### config.mk
export PLATFORM = sky130hd
export DESIGN_NAME = fifo_wr_ctrl
export DESIGN_NICKNAME = d
export VERILOG_FILES = /design/src/rtl/fifo_pkg.sv /design/src/rtl/fifo_gray2bin.sv /design/src/rtl/fifo_wr_ctrl.sv
export SDC_FILE = /design/constraint.sdc
export NUM_CORES = 1
export LEC_CHECK = 0
export CAP_MARGIN = 20
export CORE_MARGIN = 4
export CORE_UTILIZATION = 35
export DETAILED_ROUTE_END_ITERATION = 7
export GPL_TIMING_DRIVEN = 1
export PLACE_DENSITY = 0.71
export SLEW_MARGIN = 10
export SYNTH_ARGS = -nofsm -noshare
export SYNTH_HDL_FRONTEND = slang
export SYNTH_SLANG_ARGS = --single-unit
### constraint.sdc
create_clock -name clk -period 4.66 [get_ports clk]
set_input_delay 1.398 -clock clk [delete_from_list [all_inputs] [get_ports clk]]
set_output_delay 1.398 -clock clk [all_outputs]
set_load 0.02 [all_outputs]
### src/rtl/fifo_pkg.sv
// Shared FIFO definitions used by both the write- and read-side controllers.
// Latency: n/a (constants and pure combinational helper functions only).
// Backpressure: n/a.
package fifo_pkg;

    // Default RAM address width; depth is 2**FIFO_ADDR entries.
    localparam int FIFO_ADDR = 5;

    // Pointer helpers work on a 32-bit container; callers zero-extend the
    // pointer in and truncate the result back to their own pointer width.
    function automatic logic [31:0] bin2gray(input logic [31:0] b);
        return (b >> 1) ^ b;
    endfunction

    function automatic logic [31:0] gray2bin(input logic [31:0] g);
        logic [31:0] b;
        b[31] = g[31];
        for (int i = 30; i >= 0; i--) begin
            b[i] = b[i+1] ^ g[i];
        end
        return b;
    endfunction

endpackage

### src/rtl/fifo_gray2bin.sv
// Gray-to-binary converter for an async FIFO pointer of W bits.
// Latency: purely combinational, zero cycles.
// Backpressure: none; ports are gray (in) and bin (out).
module fifo_gray2bin
    import fifo_pkg::*;
#(
    parameter int W = FIFO_ADDR + 1
) (
    input  logic [W-1:0] gray,
    output logic [W-1:0] bin
);

    assign bin = W'(gray2bin(32'(gray)));

endmodule

### src/rtl/fifo_wr_ctrl.sv
// Async FIFO write-side controller: write address/strobe, gray write pointer, full/afull/occupancy/overflow flags.
// Latency: wclken/waddr combinational; wptr, full, afull, wcount, ovf update on the edge that accepts a write.
// Backpressure: writes are dropped while full (wclken held low) and the sticky ovf flag records the attempt.
// Ports: clk, reset_b (async active-low), wr_en, rptr_wr (synced gray read ptr), clr_ovf ->
//        waddr, wclken, wptr (gray), full, afull, wcount, ovf.
module fifo_wr_ctrl
    import fifo_pkg::*;
#(
    parameter int ADDR     = FIFO_ADDR,
    parameter int AFULL_TH = 28
) (
    input  logic            clk,
    input  logic            reset_b,
    input  logic            wr_en,
    input  logic [ADDR:0]   rptr_wr,
    input  logic            clr_ovf,
    output logic [ADDR-1:0] waddr,
    output logic            wclken,
    output logic [ADDR:0]   wptr,
    output logic            full,
    output logic            afull,
    output logic [ADDR:0]   wcount,
    output logic            ovf
);

    localparam int PW = ADDR + 1;
    localparam logic [ADDR:0] AFULL_V = PW'(AFULL_TH);

    logic [ADDR:0] wbin;
    logic [ADDR:0] wbin_next;
    logic [ADDR:0] wgray_next;
    logic [ADDR:0] rbin;
    logic [ADDR:0] wcount_next;
    logic [ADDR:0] full_gray;

    assign wclken = wr_en & ~full;
    assign waddr  = wbin[ADDR-1:0];

    assign wbin_next  = wbin + {{ADDR{1'b0}}, wclken};
    assign wgray_next = PW'(bin2gray(32'(wbin_next)));

    // Full when the write pointer is exactly one lap ahead of the read
    // pointer: in gray code that means the two MSBs differ and the rest match.
    assign full_gray = {~rptr_wr[ADDR:ADDR-1], rptr_wr[ADDR-2:0]};

    fifo_gray2bin #(
        .W (PW)
    ) u_rptr_g2b (
        .gray (rptr_wr),
        .bin  (rbin)
    );

    // Modulo subtraction handles pointer wrap. Because rptr_wr lags the
    // reader, this occupancy can only over-estimate, so full never drops early.
    assign wcount_next = wbin_next - rbin;

    always_ff @(posedge clk or negedge reset_b) begin
        if (!reset_b) begin
            wbin   <= '0;
            wptr   <= '0;
            full   <= 1'b0;
            afull  <= 1'b0;
            wcount <= '0;
            ovf    <= 1'b0;
        end else begin
            wbin   <= wbin_next;
            wptr   <= wgray_next;
            full   <= (wgray_next == full_gray);
            afull  <= (wcount_next >= AFULL_V);
            wcount <= wcount_next;
            // A fresh overflow takes priority over a simultaneous clear.
            ovf    <= (wr_en & full) | (ovf & ~clr_ovf);
        end
    end

endmodule

==> run_results.csv, run 1 <==
group,metric,value,unit
floorplanning,ios,31,
sta,finClkSkew,0.004384,ns
floorplanning,dieArea,4555,sq um
power,power.total,1.420,mW
logic_synthesis,yosys_warnings,0,
critical_path,cpPeakStageDelay,0.47,ns
critical_path,cp_slowest_cell,"clkdlybuf4s50_1",
clock_network,postCtsResizedCells,0,
hold_path,worst_hold_path_type,"reg -> reg",
floorplanning,core_area,3390,sq um
final_layout,diodes,0,
final_layout,seq_area,500.5,sq um
logic_synthesis,syn_area_per_cell,11.26,sq um
floorplanning,die_h,67.49,um
global_routing,grtUsageTotal,0.1208,
power,power.density,864.9,nW/um^2
final_layout,layout.nets,161,
power,vdd_ir_drop_max,0.2909,mV
clock_network,cts_root_buf,"clkbuf_4",
run_status,status,"finished, final reports clean",
final_layout,mostFrequentLayoutCells,"30 x clkdlybuf4s50_1, 20 x dfrtp_1, 14 x xnor2_1",
clock_network,cts_setup_buffers,0,
logic_synthesis,async_reset_ff_frac,1.000,
clock_network,cts_tree,"yes",
critical_path,critPathCaptureType,"flop",
place,place.gp.congestion,0.7680,
critical_path,crit_family,"XOR/XNOR gates",
place,dp.final_hpwl,1944,um
sta,rsz0062_at_grt,"false",
global_routing,antenna_found_initial,0,
final_layout,syn2layout_area_growth,32.52,%
final_layout,layout_commonest_cell,"clkdlybuf4s50_1",
sta,slew_violations,0,
clock_network,worstSkewPairLatency,0.30,ns
sta,finalSetupTns,0,ns
clock_network,path_clk_slew,0.12,ns
critical_path,crit_buf_inv,1,
route,drc,0,
route,firstDrtPassIters,4,
flow_run,timing.max_cap.violations,0,
final_layout,drive_gt1_frac,0.07746,
clock_network,htreeDepth,1,
final_layout,n_fill_cell,290,
final_layout,multiInputGateArea,681.9,sq um
global_routing,first_global_vias,894,
logic_synthesis,seq_area_frac_synth,0.4040,
logic_synthesis,synth_top_cell_by_area,"dfrtp_1",
critical_path,worstPathArrival,4.53,ns
critical_path,required,4.85,ns
critical_path,crit_path_max_fanout,5,
route,vias,893,
global_routing,grt_pass1_wl,4174,um
floorplanning,placementRows,21,
critical_path,path_cells,"clkdlybuf4s50_1, xnor2_2, xor2_2, xor2_2, xor2_2, xnor2_1, ha_1, fa_1, xnor2_1, a31oi_1, and3_1, o2bb2ai_1, a211o_1",
critical_path,startpoint_type,"input pin",
clock_network,clockBufferDepth,2,
logic_synthesis,synth-main-ff-cell,"dfrtp_1",
sta,hold_viol_final,0,
logic_synthesis,synth_fp_nets,128,
floorplanning,start_util,0.3654,
logic_synthesis,ys_ff_latch,20,
critical_path,worstSetupPathType,"in -> reg",
route,initialDrtViolationCount,67,
sta,tightest_slew,0.8874,ns
logic_synthesis,synth_area_leaders,"dfrtp_1 40%, xnor2_1 9.9%, ha_1 7.1%, xor2_2 5.3%, xor2_1 4.2%",
sta,setup_violations,0,
route,ant_nets,0,
logic_synthesis,synth-edff-count,0,
power,leakage,0.7163,nW
sta,max_clock_freq,230.7,MHz
critical_path,r2r_setup_slack,1.82,ns
global_routing,grt_overflow,0,
logic_synthesis,synth.distinct_cells,39,
logic_synthesis,synth_cells,110,
route,vias_per_cell,4.750,
clock_network,cts_buffers,3,
clock_network,cts_num_sinks,20,
route,post_drt_wl_per_cell,13.06,um
route,drt-total-wl,2455,um
sta,period_needed,4.334,ns
sta,finalCritPeriodShare,0.9301,
logic_synthesis,synthesis.area,1239,sq um
global_routing,grt_max_degree,21,
floorplanning,die_w,67.49,um
sta,slew_headroom,0.4065,
critical_path,crit_path_frequent_cell,"xor2_2",
logic_synthesis,yosysTopAreaCellShare,0.4040,
place,port_buffers,30,
clock_network,holdBufCountCts,0,
==> cell usage after synthesis, types with 2 or more instances <==
cell type	number
dfrtp_1	20
nor2b_1	4
a21o_1	2
o21ai_0	3
ha_1	7
buf_2	2
nand3_1	2
xor2_2	4
xnor2_1	14
and3_1	2
a21oi_1	4
xor2_1	6
or3_1	2
nand2_1	3
inv_1	11
==> routing by layer <==
metal | share of wire | track usage | vias up | routed length [um]
met5 | 0 | 0 | - | 0
met4 | 0.010 | 0.03797 | 0 | 25
met3 | 0.053 | 0.01997 | 2 | 130
met2 | 0.53 | 0.2078 | 32 | 1293
met1 | 0.41 | 0.1536 | 425 | 1004
li1 | - | - | 434 | -
==> path summary, 6_finish.rpt <==
| check | startpoint | endpoint | cells past startpoint |
|---|---|---|---|
| hold / removal | ovf$_DFF_PN0_ | ovf$_DFF_PN0_ | 2 |
| setup / recovery | rptr_wr[5] | afull$_DFF_PN0_ | 13 |
| setup reg to reg | full$_DFF_PN0_ | afull$_DFF_PN0_ | 11 |
| min in group asynchronous | reset_b | wbin[3]$_DFF_PN0_ | 1 |
| hold reg to reg | ovf$_DFF_PN0_ | ovf$_DFF_PN0_ | 2 |
| max in group asynchronous | reset_b | afull$_DFF_PN0_ | 1 |
==> worst min-delay path: stages (launching register included) <==
cell,delay (ns)
dfrtp_1,0.39
inv_1,0.05
o21ai_0,0.08
==> flip-flops by register name (all words and copies together) (netlist names) <==
signal and flops:
full 1, wbin 6, wptr 5, wcount 6, afull 1, ovf 1
==> cell families after synthesis <==
logic type / share of synthesized area
simple gates: 0.1030
compound gates: 0.1051
buf+inv: 0.04545
flops: 0.4040
mux: 0.008081
fa+ha+maj: 0.08687
xor+xnor: 0.2475
==> final cells by class <==
| class | count | share of cell area |
|---|---|---|
| multi-input combinational | 76 | 0.4154 |
| sequential | 20 | 0.3049 |
| clock buffer | 3 | 0.01372 |
| timing repair buffer | 31 | 0.1875 |
| inverter | 11 | 0.02515 |
| clock inverter | 1 | 0.01829 |
| tap | 46 | 0.03506 |
==> per-stage QoR <==
step	hold WS (ns)	std cells	area, sq um	util	setup slack [ns]
6_report	0.5501	188	1642	0.4843	0.3260
5_1_grt	0.5632	188	1642	0.4843	0.1656
4_1_cts	0.5520	188	1642	0.4843	0.3666
3_5_place_dp	0.5298	184	1589	0.4688	0.06812
3_3_place_gp	0.5070	184	1589	0.4688	0.1501
2_1_floorplan	0.6006	110	1239	-	0.7114
==> power by group <==
group          internal, mW  leakage (nW)  switching [mW]  total [mW]
logic                 0.460         0.449           0.487       0.947
registers             0.268         0.240          0.0630       0.331
clock network        0.0869        0.0279          0.0554       0.142
total                 0.815         0.716           0.605        1.42
Power figures use the tool's default switching activity.
==> run 2: changes to the inputs <==
--- a/config.mk
+++ b/config.mk
@@ -11,7 +11,7 @@
 export DETAILED_ROUTE_END_ITERATION = 7
 export GPL_TIMING_DRIVEN = 1
 export PLACE_DENSITY = 0.71
-export SLEW_MARGIN = 10
+export SLEW_MARGIN = 20
 export SYNTH_ARGS = -nofsm -noshare
 export SYNTH_HDL_FRONTEND = slang
 export SYNTH_SLANG_ARGS = --single-unit
==> results of run 2 <==
No change in the layout: final DEF, timing and power equal those of run 1.
